### src/rtl/rv32i_pipeline_ctrl_pkg.sv
// Shared constants and types for the RV32i pipeline control unit.
package rv32i_pipeline_ctrl_pkg;

   localparam int STG_IF   = 0;
   localparam int STG_DEC  = 1;
   localparam int STG_EXEC = 2;
   localparam int STG_MEM  = 3;
   localparam int STG_WB   = 4;

   localparam logic [31:0] NOP_INSTR = 32'h00000013;

   typedef enum logic {CTRL_RUN, CTRL_FLUSH} ctrl_state_t;

endpackage

### src/rtl/rv32i_pipeline_ctrl_fetch_tracker.sv
// Fetch tracker: counts issued-but-unanswered imem reads and kills wrong-path
// responses after a redirect using an exact kill count.
module rv32i_fetch_tracker
   import rv32i_pipeline_ctrl_pkg::*;
#(
   parameter int MAX_OUTSTANDING = 2
) (
   input  logic clk_i,
   input  logic reset_i,
   input  logic issue_i,
   input  logic imem_valid_i,
   input  logic redirect_i,
   output logic busy_o,
   output logic free_o,
   output logic inst_kill_o
);

   localparam int OW = $clog2(MAX_OUTSTANDING + 1);
   localparam logic [OW-1:0] MAX_OUT = OW'(MAX_OUTSTANDING);

   ctrl_state_t   state_q, state_d;
   logic [OW-1:0] outstanding_q, outstanding_d;
   logic [OW-1:0] kill_cnt_q, kill_cnt_d;
   logic [OW-1:0] remaining;
   logic          resp_ok;
   logic          proto_err;

   always_comb begin
      resp_ok       = imem_valid_i & (outstanding_q != '0);
      proto_err     = imem_valid_i & (outstanding_q == '0);
      remaining     = outstanding_q - OW'(resp_ok);
      outstanding_d = proto_err ? '0 : remaining + OW'(issue_i);
      state_d       = state_q;
      kill_cnt_d    = kill_cnt_q;
      // A redirect turns every fetch still in flight into wrong-path, in either state.
      if (redirect_i) begin
         if (remaining != '0) begin
            state_d    = CTRL_FLUSH;
            kill_cnt_d = remaining;
         end else begin
            state_d    = CTRL_RUN;
            kill_cnt_d = '0;
         end
      end else if (state_q == CTRL_FLUSH && imem_valid_i) begin
         kill_cnt_d = kill_cnt_q - OW'(1);
         if (kill_cnt_q == OW'(1)) state_d = CTRL_RUN;
      end
   end

   always_ff @(posedge clk_i or posedge reset_i) begin
      if (reset_i) begin
         state_q       <= CTRL_RUN;
         outstanding_q <= '0;
         kill_cnt_q    <= '0;
      end else begin
         state_q       <= state_d;
         outstanding_q <= outstanding_d;
         kill_cnt_q    <= kill_cnt_d;
      end
   end

   assign busy_o      = (outstanding_q != '0) | (state_q == CTRL_FLUSH);
   assign free_o      = (outstanding_q < MAX_OUT) | ((outstanding_q == MAX_OUT) & imem_valid_i);
   assign inst_kill_o = ~reset_i & imem_valid_i & ((state_q == CTRL_FLUSH) | (outstanding_q == '0));

endmodule

### src/rtl/rv32i_pipeline_ctrl.sv
// Central stall/flush/fetch control for the RV32i pipeline.
// Define RV32I_PIPELINE_CTRL_PERF_EN to add the stall/kill performance counters.
module rv32i_pipeline_ctrl
   import rv32i_pipeline_ctrl_pkg::*;
#(
   parameter int NB_STAGES       = 5,
   parameter int EXEC_STAGE      = 2,
   parameter int MEM_STAGE       = 3,
   parameter int MAX_OUTSTANDING = 2,
   parameter int CNT_W           = 32
) (
   input  logic                 clk_i,
   input  logic                 reset_i,
   output logic                 imem_re_o,
   input  logic                 imem_valid_i,
   output logic                 inst_kill_o,
   input  logic                 hazard_i,
   input  logic                 dmem_req_i,
   input  logic                 dmem_valid_i,
   input  logic                 redirect_i,
   output logic [NB_STAGES-1:0] stall_o,
   output logic [NB_STAGES-1:0] flush_o
`ifdef RV32I_PIPELINE_CTRL_PERF_EN
   ,
   output logic [CNT_W-1:0]     stall_cycles_o,
   output logic [CNT_W-1:0]     flush_cycles_o
`endif
);

   if (MAX_OUTSTANDING < 1 || MAX_OUTSTANDING > 7 || CNT_W < 1) begin : g_param_check
      $error("rv32i_pipeline_ctrl: illegal MAX_OUTSTANDING or CNT_W");
   end

   logic mem_wait;
   logic redirect_acc;
   logic fetch_wait;
   logic fetch_busy;
   logic fetch_free;

   assign mem_wait     = dmem_req_i & ~dmem_valid_i;
   assign redirect_acc = redirect_i & ~mem_wait;
   assign fetch_wait   = fetch_busy & ~imem_valid_i;

   // A fetch wait holds IF/DEC but keeps prefetching up to the outstanding cap;
   // only memory and load-use stalls stop new requests.
   assign imem_re_o = ~reset_i & ~(mem_wait | hazard_i) & fetch_free & ~redirect_i;

   for (genvar gi = 0; gi < NB_STAGES; gi++) begin : g_stage
      assign stall_o[gi] = ~reset_i &
         (mem_wait ? (gi <= MEM_STAGE)
                   : (~redirect_i & (fetch_wait | hazard_i) & (gi <= STG_DEC)));
      assign flush_o[gi] = ~reset_i &
         (mem_wait   ? (gi == MEM_STAGE + 1) :
          redirect_i ? (gi < EXEC_STAGE)
                     : (~fetch_wait & hazard_i & (gi == EXEC_STAGE)));
   end

   rv32i_fetch_tracker #(
      .MAX_OUTSTANDING(MAX_OUTSTANDING)
   ) u_fetch_tracker (
      .clk_i       (clk_i),
      .reset_i     (reset_i),
      .issue_i     (imem_re_o),
      .imem_valid_i(imem_valid_i),
      .redirect_i  (redirect_acc),
      .busy_o      (fetch_busy),
      .free_o      (fetch_free),
      .inst_kill_o (inst_kill_o)
   );

`ifdef RV32I_PIPELINE_CTRL_PERF_EN
   logic [CNT_W-1:0] stall_cycles_q, stall_cycles_d;
   logic [CNT_W-1:0] flush_cycles_q, flush_cycles_d;

   always_comb begin
      stall_cycles_d = stall_cycles_q + CNT_W'(stall_o[STG_IF]);
      flush_cycles_d = flush_cycles_q + CNT_W'(inst_kill_o);
   end

   always_ff @(posedge clk_i or posedge reset_i) begin
      if (reset_i) begin
         stall_cycles_q <= '0;
         flush_cycles_q <= '0;
      end else begin
         stall_cycles_q <= stall_cycles_d;
         flush_cycles_q <= flush_cycles_d;
      end
   end

   assign stall_cycles_o = stall_cycles_q;
   assign flush_cycles_o = flush_cycles_q;
`endif

endmodule

### config.mk
export PLATFORM = sky130hd
export DESIGN_NAME = rv32i_pipeline_ctrl
export DESIGN_NICKNAME = d
export VERILOG_FILES = /design/src/rtl/rv32i_pipeline_ctrl_pkg.sv /design/src/rtl/rv32i_pipeline_ctrl_fetch_tracker.sv /design/src/rtl/rv32i_pipeline_ctrl.sv
export SDC_FILE = /design/constraint.sdc
export NUM_CORES = 1
export LEC_CHECK = 0
export ABC_AREA = 1
export CORE_AREA = 4 4 41 43
export DETAILED_ROUTE_END_ITERATION = 8
export DIE_AREA = 0 0 45 47
export MAX_ROUTING_LAYER = met4
export PLACE_DENSITY = 0.68
export REMOVE_ABC_BUFFERS = 1
export SYNTH_ARGS = -nofsm -noshare
export SYNTH_HDL_FRONTEND = slang
export SYNTH_SLANG_ARGS = --single-unit
### constraint.sdc
create_clock -name clk_i -period 1.8 [get_ports clk_i]
set_input_delay 0.54 -clock clk_i [delete_from_list [all_inputs] [get_ports clk_i]]
set_output_delay 0.54 -clock clk_i [all_outputs]
set_load 0.005 [all_outputs]
* After elaboration in Yosys (flattened, before gate mapping) *
Index checks and enable logic that the tools add are counted.

word-level totals
  register bits = 5
  bits of input ports = 7
  output and inout port bits = 12
  logic and storage cells = 59

cells by class
  add/subtract/negate cells = 3
  order comparisons = 1
  eq/ne operators = 2
  multiplexer cells = 14
  bitwise operators = 29
  reductions and logical operators = 7

operators with widths
  operator                                                               count
  1-bit bitwise AND                                                      17
  1-bit 2-to-1 mux                                                       10
  2-bit 2-to-1 mux                                                       4
  2-bit nonzero test                                                     4
  1-bit NOT                                                              7
  1-bit bitwise OR                                                       5
  2-bit by 1-bit adder with 2-bit output                                 1
  2-bit by 1-bit equality test with 1-bit output, second input constant  1
  2-bit equality test, second input constant                             1
  2-bit zero test                                                        1
  2-bit < comparator, second input constant                              1
  2-bit AND reduction                                                    1
  2-bit by 1-bit subtractor with 2-bit output                            1
  2-bit by 1-bit subtractor with 2-bit output, second input constant     1
  1-bit logical AND                                                      1

* Logic depth before layout (Yosys ltp) *
Gate-level depths: netlist of run 1.

  word-level depth = 9
  depth in mapped cells = 9
  mapped depth without buffers = 9

* Modules after synthesis *
From an unflattened synthesis of run 1, not the netlist that was laid out.

unflattened totals
  cell total of the unflattened synthesis = 79
  area, all modules = 503.0 um2

modules (own cells, without submodules)
  module               times used  cells each  area each (um2)  seq. area each (um2)
  rv32i_fetch_tracker  1           51          344.1            125.1
  rv32i_pipeline_ctrl  1           28          158.9            0.0

* Least setup slack after synthesis of run 1 *
Ideal clock, no wire load.

  path type = in2out
  start = input dmem_valid_i
  end = output stall_o[1]
  arrival time = 1.144 ns
  required time = 1.260 ns
  path slack = 0.116 ns
  stages on the path = 6
  path buffers = 1
  cells stage by stage = inv_1 -> nand2_2 -> nand2_2 -> nand2_1 -> a21oi_1 -> buf_4

on the way
  word-level cells in the longest chain between the ends = 4

ends and longest elaborated chain
  element            line                       RTL
  start, declared    rv32i_pipeline_ctrl.sv:19  input logic dmem_valid_i,
  1-bit NOT          rv32i_pipeline_ctrl.sv:40  assign mem_wait = dmem_req_i & ~dmem_valid_i;
  1-bit bitwise AND  rv32i_pipeline_ctrl.sv:40
  1-bit 2-to-1 mux   --
  1-bit bitwise AND  --
  end, declared      rv32i_pipeline_ctrl.sv:21  output logic [NB_STAGES-1:0] stall_o,

Every way passes these cells.

* Worst setup path in the final report of run 1 *
  start = input hazard_i
  end = output imem_re_o

on the way
  word-level cells in the longest chain between the ends = 5

ends and longest elaborated chain
  element                         line                       RTL
  start, declared                 rv32i_pipeline_ctrl.sv:17  input logic hazard_i,
  1-bit bitwise OR                rv32i_pipeline_ctrl.sv:46  assign imem_re_o = ~reset_i & ~(mem_wait | hazard_i) & fetch_free & ~redirect_i;
  1-bit NOT                       rv32i_pipeline_ctrl.sv:46
  1-bit bitwise AND (3 in a row)  rv32i_pipeline_ctrl.sv:46
  end, declared                   rv32i_pipeline_ctrl.sv:14  output logic imem_re_o,

Every way passes these cells.

==> results of run 1 <==
cell families after synthesis:
logic type	synth area share
AND/OR/NAND/NOR	0.3727
AO/OA/AOI/OAI	0.04200
buffers and inverters	0.2362
adder cells (fa/ha/maj)	0.07875
flip-flops	0.2625
other	0.007866
sequential cells by signal, indices dropped and copies added, names as in the netlist:
signal,flops
u_fetch_tracker.outstanding_q,2
u_fetch_tracker.state_q,1
u_fetch_tracker.kill_cnt_q,2
cell usage in the layout, fill, tap and decap left out, types with 4 or more instances in the layout:
master	Yosys	final
buf_4	6	17
buf_2	0	9
inv_1	17	13
inv_2	1	5
nand3_1	5	5
nand2_1	21	16
nor2_1	9	6
nand2_2	2	4
how the worst min path moves through the flow:
| stage | start | endpoint | cells after the start |
|---|---|---|---|
| after floorplan | reset_i | u_fetch_tracker.kill_cnt_q[0] | 1 |
| after global placement | u_fetch_tracker.kill_cnt_q[0] | u_fetch_tracker.kill_cnt_q[0] | 3 |
| after detailed placement | u_fetch_tracker.kill_cnt_q[1] | u_fetch_tracker.kill_cnt_q[1] | 4 |
| after CTS | reset_i | u_fetch_tracker.state_q | 4 |
| after global routing | reset_i | u_fetch_tracker.state_q | 4 |
| final | reset_i | u_fetch_tracker.state_q | 4 |
power groups by stage:
| stage | Combinational [uW] | Clock, uW | Sequential, uW |
|---|---|---|---|
| after floorplan | 259 | 0 | 193 |
| after detailed placement | 441 | 0 | 201 |
| after global placement | 429 | 0 | 198 |
| after global routing | 561 | 149 | 223 |
| final | 485 | 131 | 217 |
| after CTS | 461 | 137 | 205 |
critical path, delay by kind of cell:
| kind | cells | cell delay [ns] |
|---|---|---|
| buf+inv | 3 | 0.42 |
| simple gates | 2 | 0.23 |
cell type report:
class                      instances  area [um^2]  area share
clock buffer                       4        26.28     0.03226
tap                               15        18.77     0.02304
timing repair buffer              35        252.7      0.3103
multi-input combinational         50        321.6      0.3948
sequential                         5        127.6      0.1567
inverter                          18        67.56     0.08295
layer usage:
layer / track usage / share of wire
met5: - / 0
met4: 0.1053 / 0.041
met2: 0.2740 / 0.52
met3: 0.01916 / 0.090
met1: 0.1379 / 0.35
timing repair:
item                                    in CTS  in global routing
buffers inserted                             3                  1
endpoints found under the setup margin      12                 10
resized for setup                           67                 19
pin swaps                                    6                  6
through the flow:
| step | hold slack [ns] | worst slack [ns] | instances | utilization | cell area, um^2 |
|---|---|---|---|---|---|
| final | 0.3718 | 0.06233 | 127 | 0.6260 | 814.5 |
| after global routing | 0.3806 | -0.002391 | 127 | 0.6260 | 814.5 |
| after CTS | 0.4750 | -0.02044 | 126 | 0.6135 | 798.3 |
| after detailed placement | 0.5794 | -0.7628 | 119 | 0.5587 | 726.9 |
| after global placement | 0.5579 | -0.7357 | 119 | 0.5587 | 726.9 |
| after floorplan | 0.3433 | 0.2034 | 73 | - | 435.4 |
==> reports/metrics.csv, run 1 <==
metric,value,unit
gr ovfl total,0,
Setup CP Type,in -> out,
Clock transition at path regs,0.04,ns
First DRT Iteration DRCs,3,
most numerous cell in the Yosys netlist,nand2_1,
PortBufs,16,
crit path from,hazard_i,
clock root cell,clkbuf_4,
worst r2r path cells,9,
worst hold path class,in -> async,
critical path endpoint,imem_re_o,
final setup vio count,0,
final-report max-slew violation count,0,
skew final,0.003659,ns
P per Cell Area,1022,mW/mm^2
1st-pass router iterations,3,
CP peak stage delay,0.19,ns
TritonCTS clock tree,done,
die height,47,um
htree depth,1,
drc violations,0,
clock power share,0.157,
area delta synth->final,70.87,%
GRT Total Usage,0.1474,
outcome,"complete, no violations",
"EDFF count, synth",0,
Max VDD drop,654.7,uV
initial core utilization,0.3663,
number of max-cap violations,0,
via count,570,
cts hold-fix bufs,0,
I/O pin count,19,
first-pass GRT wire length,2104,um
largest net degree at the start of global routing,6,
Critical Path Start Type,input port,
fraction of layout cells with a size suffix above 1,0.5179,
initial antenna violation count,0,
sequential power share,0.261,
dominant cells by area after synthesis,"dfrtp_1 26%, nand2_1 17%, inv_1 13%",
Num CTS Buffers,3,
CP Capture Type,primary output,
cell count after synthesis,78,
Leak,0.0004805,uW
Yosys reg bits,5,
Placement Rows,13,
"area leader, netlist",dfrtp_1,
crit-path max FO,2,
GP Congestion,0.7805,
final hold violation count,0,
switching pwr,348.4,uW
Critical Path RT,1.26,ns
area share of the largest cell type after synthesis,0.2625,
Peak Freq,0.5755,GHz
"Avg Cell Area, Syn",6.112,um^2
switching part of the total power,0.4184,
Mapped Area,476.7,um^2
vias in the first global route,525,
Reg2Reg Launch Point,u_fetch_tracker.outstanding_q[1],
Die Wd,45,um
Period minus WS final,1.738,ns
Yosys cell types,14,
worst reg2reg endpoint,u_fetch_tracker.outstanding_q[1],
Ys Warns,0,
final WL,1336,um
Via density,4.488,
Detail Route Antenna Nets,0,
Overall Power,832.7,uW
WL/cell,10.52,um
clock latency on the worst-skew pair,0.25,ns
ys async rst share,1.000,
Sink Count,5,
diode count,0,
power share of the combinational group,0.583,
fin crit share,0.9654,
crit path DAT,1.20,ns
Fin Setup TNS,0,ns
# fillers,134,
FF-to-FF setup slack,0.33,ns
core box area,0.001301,mm^2
"Slowest-stage cell, CP",clkdlybuf4s15_1,
"Seq/Total Area, Yosys",0.2625,
HPWL Detailed,992.2,um
Synth Flop Type,dfrtp_1,
nets,123,
synth cell count leaders,"21 x nand2_1, 17 x inv_1, 9 x nor2_1",
CTS Buffer Depth,2,
CP Cell Sequence,clkdlybuf4s15_1 > inv_2 > nand2_4 > nor3_4 > buf_2,
cell-internal power,484.3,uW
Die ar.,0.002115,mm^2
Power figures use the tool's default switching activity.
==> run 2, diff against run 1 <==
CTS_CLUSTER_SIZE = 16   (was unset)
==> results of run 2 <==
Final layout, timing and power as in run 1 (identical DEF).
==> run 3, diff against run 2 <==
PLACE_DENSITY = unset   (was 0.68)
PLACE_DENSITY_LB_ADDON = 0.2   (was unset)
==> run 3 against run 2 <==
Compared with the run above: critical endpoint is now stall_o[1]; global-route usage down 1.3 points; power up 1.8%; via count down 2.3%; non-clock buffer count up 5; sequential power down 2%; maximum frequency up 1.7%; cell count up 3.9%.
==> reports/metrics.csv, run 3 (synthesized netlist as in run 1, its figures left out) <==
metric,value,unit
outcome,"complete, no violations",
Hold Slack,0.3750,ns
most frequent cells in the layout,"21 x buf_4, 18 x nand2_1, 14 x inv_1, 11 x buf_2, 6 x nor2_1",
Clock transition at path regs,0.04,ns
area delta synth->final,73.75,%
GP Congestion,0.8296,
Via density,4.220,
Sink Count,5,
fraction of layout cells with a size suffix above 1,0.5128,
Overall Power,847.4,uW
Critical Path Start Type,input port,
die height,47,um
htree depth,1,
CTS Buffer Depth,2,
flip-flop and latch area,126.4,um^2
switching pwr,336.8,uW
worst hold path class,in -> async,
core box area,0.001301,mm^2
Max VDD drop,703.2,uV
via count,557,
Placement Rows,13,
final non-filler cell total,132,
Period minus WS final,1.708,ns
PortBufs,16,
Detail Route Antenna Nets,0,
Critical Path RT,1.26,ns
Num CTS Buffers,3,
# fillers,120,
GRT Total Usage,0.1344,
nets,128,
Leak,0.0005037,uW
initial antenna violation count,0,
multi-input logic area,306.5,um^2
drc violations,0,
number of max-cap violations,0,
crit path DAT,1.17,ns
diode count,0,
fin crit share,0.9491,
final setup vio count,0,
RSZ-0062 raised after global routing,yes,
gr ovfl total,0,
CP Capture Type,primary output,
clock root cell,clkbuf_4,
WL/cell,9.364,um
final WL,1236,um
largest net degree at the start of global routing,6,
P per Cell Area,1023,mW/mm^2
placed insts,120,
largest registers,"u_fetch_tracker.kill_cnt_q x2, u_fetch_tracker.outstanding_q x2, u_fetch_tracker.state_q x1",
final-report max-slew violation count,0,
clock latency on the worst-skew pair,0.24,ns
skew final,0.002524,ns
sequential power share,0.251,
initial core utilization,0.3663,
I/O pin count,19,
HPWL Detailed,963.2,um
vias in the first global route,507,
TritonCTS clock tree,done,
Peak Freq,0.5853,GHz
"commonest non-fill, non-tap cell in the layout",buf_4,
First DRT Iteration DRCs,6,
Die ar.,0.002115,mm^2
first-pass GRT wire length,1966,um
crit-path max FO,2,
clock power share,0.146,
Setup CP Type,in -> out,
1st-pass router iterations,4,
Die Wd,45,um
final hold violation count,0,
Fin Setup TNS,0,ns
power share of the combinational group,0.603,
cell-internal power,510.7,uW
switching part of the total power,0.3974,
## run 3: cell count changes in the layout (fill, tap and decap cells not counted), sizes merged
cell,change
clkdlybuf4s15,-1
buf,+6
## run 3: critical path, stage by stage
cell             delay (ns)
clkdlybuf4s15_1        0.18
buf_4                  0.14
a21oi_2                0.11
a21oi_2                0.07
buf_2                  0.12
## run 3: layout make-up
type,instances,area share
Tap cell,15,0.02266
Clock buffer,4,0.03172
Sequential cell,5,0.1526
Timing Repair Buffer,40,0.3414
Multi-Input combinational cell,50,0.3701
Inverter,18,0.08157
## run 3: metal layers
layer / part of all wire / wire length (um) / vias to the layer above / global-route usage
li1: - / - / 308 / -
met1: 0.39 / 488 / 229 / 0.1336
met2: 0.49 / 607 / 18 / 0.2486
met3: 0.096 / 119 / 2 / 0.03448
met4: 0.016 / 20 / 0 / 0.05263
met5: 0 / 0 / - / -
## run 3: power by group through the flow
stage	Clock, uW	Sequential [uW]	Combinational (uW)
floorplan	0	193	259
global placement	0	196	443
detailed placement	0	198	452
CTS	129	196	486
global route	137	220	585
finish	124	213	511
## run 3: timing repair
action | 4_1_cts | 5_1_grt
endpoints found under the setup margin | 11 | 6
setup buffers | 6 | 2
cloned | 0 | 0
pin swaps | 7 | 5
hold buffers | 0 | 0
gates resized for setup | 67 | 14
## run 3: path summary, 6_finish.rpt
check | startpoint | endpoint | slack, ns | cells past startpoint
setup / recovery | hazard_i | stall_o[1] | 0.09 | 5
hold / removal | reset_i | u_fetch_tracker.state_q | 0.38 | 4
max in group asynchronous | reset_i | u_fetch_tracker.outstanding_q[1] | 1.31 | 4
setup reg to reg | u_fetch_tracker.outstanding_q[0] | u_fetch_tracker.outstanding_q[1] | 0.27 | 10
min in group clk_i | u_fetch_tracker.kill_cnt_q[0] | u_fetch_tracker.kill_cnt_q[0] | 0.57 | 3
hold reg to reg | u_fetch_tracker.kill_cnt_q[0] | u_fetch_tracker.kill_cnt_q[0] | 0.57 | 3
## run 3: stage by stage
stage / util / setup slack [ns] / area, um^2
2_1_floorplan: - / 0.2034 / 435.4
3_3_place_gp: 0.5644 / -0.7242 / 734.5
3_5_place_dp: 0.5644 / -0.7414 / 734.5
4_1_cts: 0.6240 / -0.007264 / 812.0
5_1_grt: 0.6365 / -0.006306 / 828.3
6_report: 0.6365 / 0.09153 / 828.3
